### src/rtl/cache_ctrl_fsm_if.sv
// Shared types for the L1 command sequencer and its trace/array bus.
package cache_ctrl_pkg;

   localparam int unsigned SETS   = 16384;
   localparam int unsigned WAYS   = 8;
   localparam int unsigned TAG_W  = 12;
   localparam int unsigned SET_W  = $clog2(SETS);
   localparam int unsigned WAY_W  = $clog2(WAYS);
   localparam int unsigned LRU_W  = $clog2(WAYS);
   localparam int unsigned ADDR_W = 32;
   localparam int unsigned OFF_W  = ADDR_W - TAG_W - SET_W;
   localparam int unsigned CMD_W  = 4;
   localparam int unsigned CNT_W  = 32;

   localparam logic [CMD_W-1:0] CMD_RD       = 4'd0;
   localparam logic [CMD_W-1:0] CMD_WR       = 4'd1;
   localparam logic [CMD_W-1:0] CMD_IFETCH   = 4'd2;
   localparam logic [CMD_W-1:0] CMD_SNP_RD   = 4'd3;
   localparam logic [CMD_W-1:0] CMD_SNP_WR   = 4'd4;
   localparam logic [CMD_W-1:0] CMD_SNP_RWIM = 4'd5;
   localparam logic [CMD_W-1:0] CMD_SNP_INV  = 4'd6;
   localparam logic [CMD_W-1:0] CMD_CLEAR    = 4'd8;
   localparam logic [CMD_W-1:0] CMD_PRINT    = 4'd9;

   localparam logic [1:0] BUS_NONE  = 2'd0;
   localparam logic [1:0] BUS_READ  = 2'd1;
   localparam logic [1:0] BUS_RWIM  = 2'd2;
   localparam logic [1:0] BUS_INVAL = 2'd3;

   localparam logic [1:0] SNP_NOHIT = 2'd0;
   localparam logic [1:0] SNP_HIT   = 2'd1;
   localparam logic [1:0] SNP_HITM  = 2'd2;

   typedef enum logic [1:0] {
      MESI_I = 2'd0,
      MESI_S = 2'd1,
      MESI_E = 2'd2,
      MESI_M = 2'd3
   } mesi_t;

   typedef struct packed {
      mesi_t             mesi;
      logic [LRU_W-1:0]  lru;
      logic [TAG_W-1:0]  tag;
   } cache_line_t;

   typedef cache_line_t [WAYS-1:0] cache_set_t;

endpackage

// Command handshake, array access and statistics bundle.
interface cache_ctrl_if;
   import cache_ctrl_pkg::*;

   logic              cmd_valid;
   logic              cmd_ready;
   logic [CMD_W-1:0]  cmd_n;
   logic [ADDR_W-1:0] cmd_addr;
   logic              rd_en;
   logic [SET_W-1:0]  rd_set;
   cache_set_t        line_in;
   logic              wr_en;
   cache_set_t        line_out;
   logic [1:0]        bus_op;
   logic              bus_shared;
   logic              writeback;
   logic [1:0]        snoop_res;
   logic              cmd_done;
   logic [CNT_W-1:0]  hit_cnt;
   logic [CNT_W-1:0]  miss_cnt;
   logic [CNT_W-1:0]  rd_cnt;
   logic [CNT_W-1:0]  wr_cnt;

   modport slave (
      input  cmd_valid, cmd_n, cmd_addr, line_in, bus_shared,
      output cmd_ready, rd_en, rd_set, wr_en, line_out, bus_op,
             writeback, snoop_res, cmd_done,
             hit_cnt, miss_cnt, rd_cnt, wr_cnt
   );

   modport master (
      output cmd_valid, cmd_n, cmd_addr, line_in, bus_shared,
      input  cmd_ready, rd_en, rd_set, wr_en, line_out, bus_op,
             writeback, snoop_res, cmd_done,
             hit_cnt, miss_cnt, rd_cnt, wr_cnt
   );

endinterface

### src/rtl/cache_ctrl_fsm.sv
// L1 command sequencer: read set, tag compare, MESI/LRU update, write set back.
module cache_ctrl_fsm
   import cache_ctrl_pkg::*;
(
   input  logic        clk,
   input  logic        rst_n,
   cache_ctrl_if.slave bus
);

   typedef enum logic [2:0] {
      ST_IDLE  = 3'd0,
      ST_READ  = 3'd1,
      ST_EVAL  = 3'd2,
      ST_WRITE = 3'd3,
      ST_DONE  = 3'd4
   } state_t;

   state_t state, next_state;

   // Latched command and evaluation result
   logic [CMD_W-1:0] cmd_q,  cmd_d;
   logic [TAG_W-1:0] tag_q,  tag_d;
   logic             hit_q,  hit_d;

   // Registered outputs
   logic              cmd_ready_q, cmd_ready_d;
   logic              rd_en_q,     rd_en_d;
   logic [SET_W-1:0]  rd_set_q,    rd_set_d;
   logic              wr_en_q,     wr_en_d;
   cache_set_t        line_out_q,  line_out_d;
   logic [1:0]        bus_op_q,    bus_op_d;
   logic              writeback_q, writeback_d;
   logic [1:0]        snoop_res_q, snoop_res_d;
   logic              cmd_done_q,  cmd_done_d;
   logic [CNT_W-1:0]  hit_cnt_q,   hit_cnt_d;
   logic [CNT_W-1:0]  miss_cnt_q,  miss_cnt_d;
   logic [CNT_W-1:0]  rd_cnt_q,    rd_cnt_d;
   logic [CNT_W-1:0]  wr_cnt_q,    wr_cnt_d;

   // Evaluation datapath
   logic             hit;
   logic [WAY_W-1:0] hit_way;
   logic             inv_found;
   logic [WAY_W-1:0] inv_way;
   logic [WAY_W-1:0] old_way;
   logic [WAY_W-1:0] victim;
   logic [WAY_W-1:0] acc_way;
   logic [LRU_W-1:0] acc_age;
   logic             victim_m;
   cache_set_t       lru_set;
   cache_set_t       ev_set;
   logic [1:0]       ev_bus_op;
   logic             ev_wb;
   logic [1:0]       ev_snoop;
   logic             ev_write;
   logic             accept;

   // Byte offset does not take part in any lookup
   logic unused_offset;
   assign unused_offset = ^bus.cmd_addr[OFF_W-1:0];

   assign accept = (state == ST_IDLE) && bus.cmd_valid && cmd_ready_q;

   // State register
   always_ff @(posedge clk) begin
      if (!rst_n) state <= ST_IDLE;
      else        state <= next_state;
   end

   // Next-state logic: fixed five-step walk per command
   always_comb begin
      next_state = state;
      unique case (state)
         ST_IDLE:  if (accept) next_state = ST_READ;
         ST_READ:  next_state = ST_EVAL;
         ST_EVAL:  next_state = ST_WRITE;
         ST_WRITE: next_state = ST_DONE;
         ST_DONE:  next_state = ST_IDLE;
         default:  next_state = ST_IDLE;
      endcase
   end

   // Tag compare, victim choice, LRU ageing and MESI transition on the returned set
   always_comb begin
      hit       = 1'b0;
      hit_way   = '0;
      inv_found = 1'b0;
      inv_way   = '0;
      old_way   = '0;
      lru_set   = bus.line_in;
      ev_set    = bus.line_in;
      ev_bus_op = BUS_NONE;
      ev_wb     = 1'b0;
      ev_snoop  = SNP_NOHIT;
      ev_write  = 1'b0;

      // Descending scans leave the lowest matching index
      for (int w = WAYS - 1; w >= 0; w--) begin
         if (bus.line_in[w].mesi != MESI_I && bus.line_in[w].tag == tag_q) begin
            hit     = 1'b1;
            hit_way = WAY_W'(w);
         end
         if (bus.line_in[w].mesi == MESI_I) begin
            inv_found = 1'b1;
            inv_way   = WAY_W'(w);
         end
         if (bus.line_in[w].lru == LRU_W'(WAYS - 1)) begin
            old_way = WAY_W'(w);
         end
      end

      victim   = inv_found ? inv_way : old_way;
      acc_way  = hit ? hit_way : victim;
      acc_age  = bus.line_in[acc_way].lru;
      victim_m = (bus.line_in[victim].mesi == MESI_M);

      for (int w = 0; w < WAYS; w++) begin
         if (WAY_W'(w) == acc_way)
            lru_set[w].lru = '0;
         else if (bus.line_in[w].lru < acc_age)
            lru_set[w].lru = bus.line_in[w].lru + LRU_W'(1);
      end

      case (cmd_q)
         CMD_RD, CMD_IFETCH: begin
            ev_write = 1'b1;
            ev_set   = lru_set;
            if (!hit) begin
               ev_bus_op          = BUS_READ;
               ev_wb              = victim_m;
               ev_set[victim].tag  = tag_q;
               ev_set[victim].mesi = bus.bus_shared ? MESI_S : MESI_E;
            end
         end
         CMD_WR: begin
            ev_write = 1'b1;
            ev_set   = lru_set;
            if (hit) begin
               if (bus.line_in[hit_way].mesi == MESI_S) ev_bus_op = BUS_INVAL;
               ev_set[hit_way].mesi = MESI_M;
            end else begin
               ev_bus_op           = BUS_RWIM;
               ev_wb               = victim_m;
               ev_set[victim].tag  = tag_q;
               ev_set[victim].mesi = MESI_M;
            end
         end
         CMD_SNP_RD: begin
            if (hit) begin
               ev_write = 1'b1;
               ev_snoop = (bus.line_in[hit_way].mesi == MESI_M) ? SNP_HITM : SNP_HIT;
               ev_set[hit_way].mesi = MESI_S;
            end
         end
         CMD_SNP_RWIM: begin
            if (hit) begin
               ev_write = 1'b1;
               ev_snoop = (bus.line_in[hit_way].mesi == MESI_M) ? SNP_HITM : SNP_HIT;
               ev_set[hit_way].mesi = MESI_I;
            end
         end
         CMD_SNP_INV: begin
            if (hit) begin
               ev_write = 1'b1;
               if (bus.line_in[hit_way].mesi == MESI_S) begin
                  ev_snoop = SNP_HIT;
                  ev_set[hit_way].mesi = MESI_I;
               end
            end
         end
         CMD_SNP_WR, CMD_CLEAR, CMD_PRINT: ev_write = 1'b0;
         default: ev_write = 1'b0;
      endcase
   end

   // Output logic: next values for every registered output and latch
   always_comb begin
      cmd_d       = cmd_q;
      tag_d       = tag_q;
      hit_d       = hit_q;
      rd_set_d    = rd_set_q;
      line_out_d  = line_out_q;
      bus_op_d    = bus_op_q;
      writeback_d = writeback_q;
      snoop_res_d = snoop_res_q;
      hit_cnt_d   = hit_cnt_q;
      miss_cnt_d  = miss_cnt_q;
      rd_cnt_d    = rd_cnt_q;
      wr_cnt_d    = wr_cnt_q;

      cmd_ready_d = (next_state == ST_IDLE);
      rd_en_d     = (next_state == ST_READ);
      cmd_done_d  = (next_state == ST_DONE);
      wr_en_d     = (state == ST_EVAL) && ev_write;

      if (accept) begin
         cmd_d    = bus.cmd_n;
         tag_d    = bus.cmd_addr[ADDR_W-1 -: TAG_W];
         rd_set_d = bus.cmd_addr[OFF_W +: SET_W];
      end

      if (state == ST_EVAL) begin
         hit_d       = hit;
         line_out_d  = ev_set;
         bus_op_d    = ev_bus_op;
         writeback_d = ev_wb;
         snoop_res_d = ev_snoop;
      end

      // Statistics settle as the command enters DONE
      if (state == ST_WRITE) begin
         case (cmd_q)
            CMD_RD, CMD_IFETCH: begin
               rd_cnt_d = rd_cnt_q + CNT_W'(1);
               if (hit_q) hit_cnt_d  = hit_cnt_q  + CNT_W'(1);
               else       miss_cnt_d = miss_cnt_q + CNT_W'(1);
            end
            CMD_WR: begin
               wr_cnt_d = wr_cnt_q + CNT_W'(1);
               if (hit_q) hit_cnt_d  = hit_cnt_q  + CNT_W'(1);
               else       miss_cnt_d = miss_cnt_q + CNT_W'(1);
            end
            CMD_CLEAR: begin
               hit_cnt_d  = '0;
               miss_cnt_d = '0;
               rd_cnt_d   = '0;
               wr_cnt_d   = '0;
            end
            default: ;
         endcase
      end
   end

   // Output and datapath registers
   always_ff @(posedge clk) begin
      if (!rst_n) begin
         cmd_q       <= '0;
         tag_q       <= '0;
         hit_q       <= 1'b0;
         cmd_ready_q <= 1'b0;
         rd_en_q     <= 1'b0;
         rd_set_q    <= '0;
         wr_en_q     <= 1'b0;
         line_out_q  <= '0;
         bus_op_q    <= '0;
         writeback_q <= 1'b0;
         snoop_res_q <= '0;
         cmd_done_q  <= 1'b0;
         hit_cnt_q   <= '0;
         miss_cnt_q  <= '0;
         rd_cnt_q    <= '0;
         wr_cnt_q    <= '0;
      end else begin
         cmd_q       <= cmd_d;
         tag_q       <= tag_d;
         hit_q       <= hit_d;
         cmd_ready_q <= cmd_ready_d;
         rd_en_q     <= rd_en_d;
         rd_set_q    <= rd_set_d;
         wr_en_q     <= wr_en_d;
         line_out_q  <= line_out_d;
         bus_op_q    <= bus_op_d;
         writeback_q <= writeback_d;
         snoop_res_q <= snoop_res_d;
         cmd_done_q  <= cmd_done_d;
         hit_cnt_q   <= hit_cnt_d;
         miss_cnt_q  <= miss_cnt_d;
         rd_cnt_q    <= rd_cnt_d;
         wr_cnt_q    <= wr_cnt_d;
      end
   end

   assign bus.cmd_ready = cmd_ready_q;
   assign bus.rd_en     = rd_en_q;
   assign bus.rd_set    = rd_set_q;
   assign bus.wr_en     = wr_en_q;
   assign bus.line_out  = line_out_q;
   assign bus.bus_op    = bus_op_q;
   assign bus.writeback = writeback_q;
   assign bus.snoop_res = snoop_res_q;
   assign bus.cmd_done  = cmd_done_q;
   assign bus.hit_cnt   = hit_cnt_q;
   assign bus.miss_cnt  = miss_cnt_q;
   assign bus.rd_cnt    = rd_cnt_q;
   assign bus.wr_cnt    = wr_cnt_q;

endmodule

### src/flat_wrapper.sv
// flat-port wrapper written by rule: the top's interface ports become plain ports
module cache_ctrl_fsm_flat import cache_ctrl_pkg::*;
  (clk, rst_n, bus_cmd_valid, bus_cmd_n, bus_cmd_addr, bus_line_in, bus_bus_shared, bus_cmd_ready, bus_rd_en, bus_rd_set, bus_wr_en, bus_line_out, bus_bus_op, bus_writeback, bus_snoop_res, bus_cmd_done, bus_hit_cnt, bus_miss_cnt, bus_rd_cnt, bus_wr_cnt);
  cache_ctrl_if bus_i ();
  input  logic clk;
  input  logic rst_n;
  input wire logic [$bits(bus_i.cmd_valid)-1:0] bus_cmd_valid;
  input wire logic [$bits(bus_i.cmd_n)-1:0] bus_cmd_n;
  input wire logic [$bits(bus_i.cmd_addr)-1:0] bus_cmd_addr;
  input wire logic [$bits(bus_i.line_in)-1:0] bus_line_in;
  input wire logic [$bits(bus_i.bus_shared)-1:0] bus_bus_shared;
  output wire logic [$bits(bus_i.cmd_ready)-1:0] bus_cmd_ready;
  output wire logic [$bits(bus_i.rd_en)-1:0] bus_rd_en;
  output wire logic [$bits(bus_i.rd_set)-1:0] bus_rd_set;
  output wire logic [$bits(bus_i.wr_en)-1:0] bus_wr_en;
  output wire logic [$bits(bus_i.line_out)-1:0] bus_line_out;
  output wire logic [$bits(bus_i.bus_op)-1:0] bus_bus_op;
  output wire logic [$bits(bus_i.writeback)-1:0] bus_writeback;
  output wire logic [$bits(bus_i.snoop_res)-1:0] bus_snoop_res;
  output wire logic [$bits(bus_i.cmd_done)-1:0] bus_cmd_done;
  output wire logic [$bits(bus_i.hit_cnt)-1:0] bus_hit_cnt;
  output wire logic [$bits(bus_i.miss_cnt)-1:0] bus_miss_cnt;
  output wire logic [$bits(bus_i.rd_cnt)-1:0] bus_rd_cnt;
  output wire logic [$bits(bus_i.wr_cnt)-1:0] bus_wr_cnt;
  assign bus_i.cmd_valid = bus_cmd_valid;
  assign bus_i.cmd_n = bus_cmd_n;
  assign bus_i.cmd_addr = bus_cmd_addr;
  assign bus_i.line_in = bus_line_in;
  assign bus_i.bus_shared = bus_bus_shared;
  assign bus_cmd_ready = bus_i.cmd_ready;
  assign bus_rd_en = bus_i.rd_en;
  assign bus_rd_set = bus_i.rd_set;
  assign bus_wr_en = bus_i.wr_en;
  assign bus_line_out = bus_i.line_out;
  assign bus_bus_op = bus_i.bus_op;
  assign bus_writeback = bus_i.writeback;
  assign bus_snoop_res = bus_i.snoop_res;
  assign bus_cmd_done = bus_i.cmd_done;
  assign bus_hit_cnt = bus_i.hit_cnt;
  assign bus_miss_cnt = bus_i.miss_cnt;
  assign bus_rd_cnt = bus_i.rd_cnt;
  assign bus_wr_cnt = bus_i.wr_cnt;
  cache_ctrl_fsm u_core (.clk(clk), .rst_n(rst_n), .bus(bus_i));
endmodule
### config.mk
export PLATFORM = sky130hd
export DESIGN_NAME = cache_ctrl_fsm_flat
export DESIGN_NICKNAME = d
export VERILOG_FILES = /design/src/rtl/cache_ctrl_fsm_if.sv /design/src/rtl/cache_ctrl_fsm.sv /design/src/flat_wrapper.sv
export SDC_FILE = /design/constraint.sdc
export NUM_CORES = 1
export LEC_CHECK = 0
export ABC_CLOCK_PERIOD_IN_PS = 9400
export CAP_MARGIN = 20
export CORE_MARGIN = 2
export CORE_UTILIZATION = 28
export CTS_BUF_LIST = sky130_fd_sc_hd__clkbuf_16
export DETAILED_ROUTE_END_ITERATION = 8
export SYNTH_ARGS = -nofsm -noshare
export SYNTH_HDL_FRONTEND = slang
export SYNTH_SLANG_ARGS = --single-unit
### constraint.sdc
create_clock -name clk -period 9.4 [get_ports clk]
set_input_delay 1.88 -clock clk [delete_from_list [all_inputs] [get_ports clk]]
set_output_delay 1.88 -clock clk [all_outputs]
set_load 0.05 [all_outputs]
Word level (Yosys, flattened, before mapping)
Cells that the tools add are included.
{"block": "classes", "mux": 105, "n_eq_ne": 39, "n_reduce_logical": 44, "n_lt_le_gt_ge": 13, "addsub": 12}
{"cell": "136-bit bitwise mux", "n": 6}
{"cell": "136-bit two-way mux", "n": 6}
{"cell": "136-bit one-hot mux with 5 select lines", "n": 1}
{"cell": "32-bit one-hot mux with 2 select lines", "n": 4}
{"cell": "17-bit binary-select mux with 3-bit select", "n": 3}
{"cell": "17-bit demux with 3-bit select", "n": 3}
{"cell": "3-bit two-way mux", "n": 43}
{"cell": "32-bit by 1-bit adder with 32-bit output (second input constant)", "n": 4}
{"cell": "12-bit equality test", "n": 8}
{"cell": "17-bit two-way mux", "n": 4}
{"cell": "32-bit two-way mux", "n": 2}
{"cell": "3-bit equality test (second input constant)", "n": 9}
{"cell": "3-bit by 1-bit adder with 3-bit output (second input constant)", "n": 8}
{"cell": "3-bit less-than comparator", "n": 8}
{"cell": "2-bit nonzero test", "n": 11}
{"cell": "1-bit two-way mux", "n": 21}
{"cell": "2-bit logical NOT", "n": 8}
{"cell": "15-bit two-way mux", "n": 1}
{"cell": "1-bit logical AND", "n": 13}
{"cell": "3-bit equality test (first input constant)", "n": 4}
{"cell": "3-bit by 4-bit less-than comparator with 1-bit output (second input constant)", "n": 3}
{"cell": "12-bit two-way mux", "n": 1}
{"cell": "2-bit two-way mux", "n": 6}
{"cell": "3-bit one-hot mux with 4 select lines", "n": 1}
{"cell": "other kinds (21)", "n": 35}
{"block": "word_totals", "input_bits": 176, "output_inout_bits": 287, "word_cells": 253, "ff_bits": 307}

Logic depth before layout (Yosys ltp)
{"block": "logic_depth", "depth_word": 20, "depth_mapped": 20, "depth_no_buf": 19}

Least setup slack after synthesis
OpenSTA, ideal clock, no wires.
{"block": "synth_path", "path_kind": "input-to-reg", "from": "input bus_line_in[67]", "to": "register u_core.line_out_q, in the netlist u_core.bus.line_out[82]", "path_stages": 17, "slack_ns": 3.808, "arrival_time_ns": 5.471, "setup_ns": 0.122, "cell_sequence": "clkbuf_1 > o22ai_1 > or3_1 > o41ai_1 > and3_1 > clkbuf_1 > nor2_4 > a211oi_1 > a211oi_1 > a31oi_1 > ha_1 > nor3_1 > o21ai_0 > o41ai_1 > a31o_2 > a221oi_1 > nor2_1"}
{"block": "synth_between", "elab_chain_cells": 16}
{"item": "start: declaration", "line": "flat_wrapper.sv:10", "source": "input wire logic [$bits(bus_i.line_in)-1:0] bus_line_in;"}
{"item": "2-bit logical NOT or 2-bit nonzero test (tied branches)", "line": "cache_ctrl_fsm.sv:103, cache_ctrl_fsm.sv:99"}
{"item": "3-bit two-way mux (tied with other cells) (4 in series)", "line": "cache_ctrl_fsm.sv:103", "source": "if (bus.line_in[w].mesi == MESI_I) begin"}
{"item": "3-bit two-way mux (tied with other cells)", "line": "cache_ctrl_fsm.sv:112", "source": "victim = inv_found ? inv_way : old_way;"}
{"item": "3-bit two-way mux", "line": "cache_ctrl_fsm.sv:113", "source": "acc_way = hit ? hit_way : victim;"}
{"item": "17-bit binary-select mux with 3-bit select", "line": "cache_ctrl_fsm.sv:114", "source": "acc_age = bus.line_in[acc_way].lru;"}
{"item": "15-bit two-way mux (not written as such)", "line": "cache_ctrl_fsm.sv:114"}
{"item": "3-bit less-than comparator", "line": "cache_ctrl_fsm.sv:120", "source": "else if (bus.line_in[w].lru < acc_age)"}
{"item": "3-bit two-way mux", "line": "cache_ctrl_fsm.sv:120"}
{"item": "3-bit two-way mux", "line": "cache_ctrl_fsm.sv:118", "source": "if (WAY_W'(w) == acc_way)"}
{"item": "136-bit bitwise mux", "line": "cache_ctrl_fsm.sv:131, cache_ctrl_fsm.sv:144"}
{"item": "136-bit bitwise mux, on equally long branches", "line": "cache_ctrl_fsm.sv:145, cache_ctrl_fsm.sv:132"}
{"item": "136-bit two-way mux, on equally long branches", "line": "cache_ctrl_fsm.sv:138, cache_ctrl_fsm.sv:128"}
{"item": "136-bit one-hot mux with 5 select lines *", "line": "cache_ctrl_fsm.sv:124", "source": "case (cmd_q)"}
{"item": "end signal: assignment", "line": "cache_ctrl_fsm.sv:261", "source": "line_out_q <= line_out_d;"}
{"item": "end: declaration", "line": "cache_ctrl_fsm.sv:30", "source": "cache_set_t line_out_q, line_out_d;"}
Mark *: on every way between the ends. The rest lies on a longest branch, timed or not. The select of a mux whose other input is x is not followed.
A chain may end at the register's enable or synchronous reset.

Worst setup path in the final report
{"block": "layout_path", "from": "input bus_line_in[98]", "to": "register u_core.line_out_q, in the netlist u_core.bus.line_out[82]"}
{"block": "layout_between", "elab_chain_cells": 18}
{"item": "3-bit equality test", "line": "cache_ctrl_fsm.sv:107", "source": "if (bus.line_in[w].lru == LRU_W'(WAYS - 1)) begin"}
{"item": "3-bit two-way mux (6 in series)", "line": "cache_ctrl_fsm.sv:107"}
{"item": "3-bit two-way mux", "line": "cache_ctrl_fsm.sv:112"}
{"item": "3-bit two-way mux", "line": "cache_ctrl_fsm.sv:113"}
{"item": "17-bit binary-select mux with 3-bit select", "line": "cache_ctrl_fsm.sv:114"}
{"item": "15-bit two-way mux (not written as such)", "line": "cache_ctrl_fsm.sv:114"}
{"item": "3-bit less-than comparator", "line": "cache_ctrl_fsm.sv:120"}
{"item": "3-bit two-way mux", "line": "cache_ctrl_fsm.sv:120"}
{"item": "3-bit two-way mux", "line": "cache_ctrl_fsm.sv:118"}
{"item": "136-bit bitwise mux", "line": "cache_ctrl_fsm.sv:131, cache_ctrl_fsm.sv:144"}
{"item": "136-bit bitwise mux, on equally long branches", "line": "cache_ctrl_fsm.sv:145, cache_ctrl_fsm.sv:132"}
{"item": "136-bit two-way mux, on equally long branches", "line": "cache_ctrl_fsm.sv:138, cache_ctrl_fsm.sv:128"}
{"item": "136-bit one-hot mux with 5 select lines *", "line": "cache_ctrl_fsm.sv:124"}
Marked as above.

==> qor.yml <==
outcome:
  status: "finished, final reports clean"
floorplanning:
  dieArea_sq_um: 61600
  ios: 463
  die_h_microns: 248
  start_util_pct: 28.3
  die_w_microns: 248
  rows: 89
  coreArea_sq_um: 59000
synth:
  yosysMostFrequentCell: "dfxtp_1"
  ys_warn_count: 0
  ys_types: 87
  seq_area_frac_synth_pct: 36.8
  synth_edf_count: 0
  synth_area_leaders: "dfxtp_1 37%, nor2_1 6.6%, xor2_1 6.0%"
  syn_area_sq_um: 16700
  yosys_register_bits: 307
  synth_ff_type: "dfxtp_1"
  yosys.area.top_type: "dfxtp_1"
  netlist_instances: 2045
  synth_area_per_cell_sq_um: 8.16
  synth_top_cells_by_count: "307 x dfxtp_1, 293 x nor2_1, 205 x nand2_1"
  async_flop_share_pct: 0
  syn_nets: 2249
  yosysTopAreaCellShare_pct: 36.8
critical_path:
  crit_required_ns: 9.82
  rr_worst_depth: 17
  r2r-end: "u_core.bus.line_out[82]"
  crit_path_start_kind: "input port"
  r2r-start: "u_core.tag_q[2]"
  cp.arrival_ns: 7.50
  critPathMaxFanout: 12
  r2r_slack_ns: 3.43
  setup.worst_path.class: "in2reg"
  crit_path_end_kind: "flip-flop"
global_route:
  grt_start_max_net_pins: 98
  grtUsageTotal_pct: 21.2
  grt_overflow: 0
  grt_pass1_wl_microns: 101000
  grt_pass1_vias: 16500
  grt_antenna_before_repair: 15
layout:
  drive_above_1_share_pct: 5.51
  area_growth_pct: 38.9
  seq_area_sq_um: 6150
  final_cells: 3250
  nFillCells: 5977
  postLayoutCellArea_sq_um: 23200
  multi_input_area_sq_um: 9940
  nNetsFinal: 2644
  post-route-util_pct: 39.3
clocking:
  clk_pin_slew_ns: 0.06
  cts_tree: "done"
  clk_path_buf_depth: 3
  cts_sinks: 307
  cts_buffers: 39
  cts.hold.buffers_added: 0
  htreeDepth: 2
  cts_root_buffer: "clkbuf_16"
  cts_setup_buffers: 0
  post_cts_resized: 0
  clk_latency_ns: 0.57
sta:
  finalSetupViolCount: 0
  setup_tns_ns: 0
  finClkSkew_ns: 0.0294
  period_share_pct: 75.3
  slew_violations: 0
  period_needed_ns: 7.08
  rsz0062_at_grt: "false"
  slew_headroom_pct: 23.3
  fmax_ghz: 0.141
  finalHoldViolCount: 0
  tightestPinTransition_ns: 1.14
pwr:
  p_sw_w: 0.00165
  clockPowerShare_pct: 33.2
  vdd_drop_max_v: 0.000125
  combPwrFrac_pct: 32.5
  p_leak_nw: 8.18
  p_int_w: 0.00271
  power_frac_seq_pct: 34.3
  swShare_pct: 37.8
  power_w: 0.00435
  power_density_nw_per_um2: 188
drt:
  via_count: 17300
  drtIter0Drc: 1181
  drtPass1Iterations: 7
  wl_per_cell_microns: 20.9
  drt_wl_total_microns: 68000
  viasPerCell: 5.33
  drc_errors: 0
  postRouteAntennaNets: 0
worst_hold_path:
  hold_end: "u_core.bus.snoop_res[1]"
  hp-start: "u_core.bus.snoop_res[1]"
  hp-class: "reg2reg"
  min_path_cells: 2
job:
  cap_violations: 0
place:
  dpl.hpwl_microns: 50400
  placedCellCount: 3172
  io_buffers: 456
  place_congestion: 0.920
  dpl_cell_area_sq_um: 22000
==> power by group through the flow <==
stage | clock network, W | registers, W | logic, W
after floorplan | 0 | 0.00185 | 0.000562
after global placement | 0 | 0.00151 | 0.00139
after detailed placement | 0 | 0.00152 | 0.00141
after CTS | 0.00149 | 0.00149 | 0.00141
after global routing | 0.00154 | 0.00151 | 0.00151
final | 0.00144 | 0.00149 | 0.00142
==> layer usage <==
layer	wire length, microns	vias to the layer above	GRT usage (%)
li1	-	8168	-
met2	31500	722	34.9
met4	2020	16	7.28
met5	104	-	0
met1	27800	8267	26.0
met3	6610	136	6.84
==> through the flow <==
| stage | setup slack, ns | hold WS, ns |
|---|---|---|
| final | 2.32 | 0.453 |
| after global routing | 1.96 | 0.470 |
| after CTS | 2.44 | 0.456 |
| after detailed placement | 1.86 | 0.448 |
| after global placement | 1.85 | 0.442 |
| after floorplan | 3.81 | 0.477 |
==> worst max-delay path by stage <==
stage / from / endpoint / slack [ns] / depth (start not counted)
after CTS: bus_line_in[97] / u_core.bus.line_out[82] / 2.44 / 19
after global placement: bus_line_in[97] / u_core.bus.line_out[82] / 1.85 / 18
after detailed placement: bus_line_in[97] / u_core.bus.line_out[82] / 1.86 / 19
final: bus_line_in[98] / u_core.bus.line_out[82] / 2.32 / 19
after floorplan: bus_line_in[67] / u_core.bus.line_out[82] / 3.81 / 17
after global routing: bus_line_in[97] / u_core.bus.line_out[99] / 1.96 / 19
==> cells in the final DEF (no fill, tap or decap), types with 35 or more instances in the layout <==
master and count:
clkdlybuf4s50_1 456, dfxtp_1 307, nor2_1 292, nand2_1 205
xor2_1 115, a21oi_1 113, a211oi_1 97, mux2i_1 96
o21ai_0 90, xnor2_1 79, nand3_1 69, nand4_1 43
clkbuf_16 40, inv_1 35
==> logic make-up after synthesis <==
group | share of synthesized area, %
DFF | 36.8
xor gates and xnor gates | 10.2
AOI/OAI and AO/OA | 18.5
and+or+nand+nor | 22.3
muxes | 5.98
adders and majority gates | 2.28
buffers and inverters | 3.95
==> worst max-delay path, stage by stage <==
cell and delay [ns]:
clkdlybuf4s50_1 0.59, ha_1 0.28, ha_1 0.26, o31a_1 0.32
o21ai_0 0.23, and2_1 0.46, o311ai_2 0.29, a21oi_1 0.60
nor2b_1 0.11, a211oi_1 0.21, a211oi_1 0.08, a31oi_1 0.76
ha_1 0.39, nor3_1 0.08, o21ai_0 0.10, o41ai_1 0.11
a31o_2 0.26, a221oi_1 0.40, nor2_1 0.06
==> registers in the layout, summed over array words and instances (netlist names), 2 cells and up <==
signal	cells
u_core.tag_q	12
u_core.bus.rd_cnt	32
u_core.bus.miss_cnt	32
u_core.bus.rd_set	14
u_core.cmd_q	4
u_core.bus.line_out	136
u_core.bus.snoop_res	2
u_core.bus.hit_cnt	32
u_core.state	3
u_core.bus.bus_op	2
u_core.bus.wr_cnt	32
==> area by class of cell <==
| class | instances | area share (%) |
|---|---|---|
| multi-input combinational | 1578 | 42.9 |
| timing repair buffer | 486 | 20.7 |
| tap | 773 | 4.17 |
| clock inverter | 31 | 0.847 |
| antenna | 7 | 0.0756 |
| inverter | 28 | 0.475 |
| clock buffer | 40 | 4.32 |
| sequential | 307 | 26.5 |
(Power assumes the default switching activity.)
==> patch, RTL diff (config.mk and constraints unchanged) <==
Take the reset off `tag_q` and load it in a clocked block of its own.
--- a/src/rtl/cache_ctrl_fsm.sv
+++ b/src/rtl/cache_ctrl_fsm.sv
@@ -236,5 +236,4 @@
       if (!rst_n) begin
          cmd_q       <= '0;
-         tag_q       <= '0;
          hit_q       <= 1'b0;
          cmd_ready_q <= 1'b0;
@@ -253,5 +252,4 @@
       end else begin
          cmd_q       <= cmd_d;
-         tag_q       <= tag_d;
          hit_q       <= hit_d;
          cmd_ready_q <= cmd_ready_d;
@@ -271,4 +269,8 @@
    end
 
+   always_ff @(posedge clk) begin
+      tag_q <= tag_d;
+   end
+
    assign bus.cmd_ready = cmd_ready_q;
    assign bus.rd_en     = rd_en_q;
Function: not settled (the Yosys comparison gave no result); the edit may change what the design does.
==> patch against the unedited design <==
Power hardly changed; synthesized area grew 1.1%; register-to-register slack better by 0.04 ns; worst setup slack better by 0.37 ns; final area up 0.82%; non-clock buffer count shrank 1; via count shrank 4.9%; wire length decreased by 4.8%; first-iteration DRC count down 6.5%; sequential cell count unchanged; fmax up 5.5%; critical path type unchanged; largest cell class unchanged.
==> patch: results (changes against the unedited design) <==
stage,metric,value,unit,change
run_status,outcome,finished clean,,
global_route,first-pass GRT wire length,97500,um,-3.6%
global_route,met3 global-route usage,0.0677,,-0.000723
placement,Placed Instance Area,0.0221,mm^2,+0.54%
placement,Post-DP HPWL,49200,um,-2.4%
worst_hold_path,WHS Path Cells,2,,unchanged
power_and_ir_drop,LEAKAGE,9.36,nW,+14%
final_layout,fill cell count,6041,,+1.1%
power_and_ir_drop,"IR drop worst, VDD",0.000140,V,+12%
synthesis,number of synthesized flops with an enable pin,12,,+12
power_and_ir_drop,Switching Share,0.363,,-0.0152
global_route,M2 GR Usage,0.343,,-0.00648
global_route,met1 Track Usage GR,0.229,,-0.0307
routing,First-pass DRT Iterations,5,,-2
final_layout,layout cells sized above 1,0.0593,,+0.00423
synthesis,syn_nets,2159,,-4.0%
clocking,total CTS buffers,40,,+2.6%
worst_hold_path,HP Start,u_core.bus.rd_set[13],,
global_route,initial antenna violation count,8,,-7
setup_path,reg2reg start,u_core.tag_q[8],,
sta,Layout Skew,0.0165,ns,-0.0129 ns
setup_path,Critical Path Source,bus_line_in[42],,
synthesis,Post-synth top cells,"295 x dfxtp_1, 245 x nand2_1, 189 x nor2_1",,
synthesis,sequential area share after synthesis,0.371,,+0.00305
routing,Avg WL per Cell,20.5,um,-2.3%
routing,drt first-iter violations,1104,,-6.5%
global_route,all-layer global routing usage,0.200,,-0.0118
routing,vias post-DR,16500,,-4.9%
placement,Port Buffers,456,,unchanged
setup_path,Crit path largest cell delay,0.63,ns,-0.13 ns
final_layout,nets,2553,,-3.4%
setup_path,CP Data Arrival Time,7.15,ns,-0.35 ns
clocking,worst skew pair latency,0.57,ns,about the same
setup_path,Crit-path slowest cell,nor3_1,,
synthesis,"top cells by area, synth","dfxtp_1 35%, xor2_1 6.1%, mux2i_1 6.0%",,
global_route,pin count of the biggest net entering global routing,248,,+150%
placement,Final Wtd Congestion,0.880,,-4.4%
sta,Worst-Margin Slew,1.29,ns,+0.144 ns
synthesis,Yosys cell types,88,,+1.1%
patch: cell count changes in the layout (fill, tap and decap cells not counted), moves of 14 or more:
cell      before  now
a211oi_1      97   10
o221ai_1       2   19
nand2_1      205  245
nor2_1       292  189
a21oi_1      113   68
a311oi_1      18    3
a21boi_0       1   26
nand3_1       69   83
o211a_1        0   99
patch: worst paths after layout:
kind	to	slack, ns
setup reg to reg	u_core.bus.line_out[82]	3.47
hold / removal	u_core.bus.rd_set[13]	0.46
setup / recovery	u_core.bus.line_out[82]	2.69
hold reg to reg	u_core.bus.rd_set[13]	0.46
patch: power groups by stage:
| stage | clock, mW | sequential [mW] | combinational (mW) |
|---|---|---|---|
| 6_report | 1.50 | 1.51 | 1.34 |
| 4_1_cts | 1.56 | 1.51 | 1.35 |
| 5_1_grt | 1.59 | 1.52 | 1.43 |
| 3_3_place_gp | 0 | 1.53 | 1.32 |
| 2_1_floorplan | 0 | 1.85 | 0.535 |
| 3_5_place_dp | 0 | 1.53 | 1.34 |
patch: per-stage QoR:
stage / power, mW / setup slack [ns] / cells / utilization
4_1_cts: 4.41 / 2.64 / 3159 / 0.389
3_5_place_dp: 2.88 / 2.03 / 3088 / 0.368
5_1_grt: 4.54 / 2.41 / 3166 / 0.389
6_report: 4.35 / 2.69 / 3166 / 0.389
3_3_place_gp: 2.86 / 2.12 / 3087 / 0.368
2_1_floorplan: 2.39 / 3.83 / 1955 / -
patch: cell type report:
class | count | area share
sequential | 307 | 0.268
clock buffer | 40 | 0.0428
clock inverter | 31 | 0.0112
multi-input combinational | 1490 | 0.425
antenna | 6 | 0.000642
inverter | 25 | 0.00401
tap | 782 | 0.0419
timing repair buffer | 485 | 0.206
patch: cell families after synthesis:
family	count (synthesis)	share of synthesized area
flip-flops	307	0.371
AND/OR/NAND/NOR	726	0.202
AO/OA/AOI/OAI	436	0.198
XOR/XNOR	195	0.101
multiplexers	104	0.0631
adder cells (fa/ha/maj)	29	0.0213
buffers and inverters	158	0.0422
patch: worst min-delay path, cell delays in order, from the launching register on:
cell and delay (ns):
dfxtp_1 0.30, nand2_1 0.05, a21boi_0 0.06
patch: metal layers:
metal | share of wire | vias up
met1 | 0.40 | 7894
met2 | 0.47 | 641
met4 | 0.037 | 2
met3 | 0.088 | 121
met5 | 0.00025 | -
li1 | - | 7811
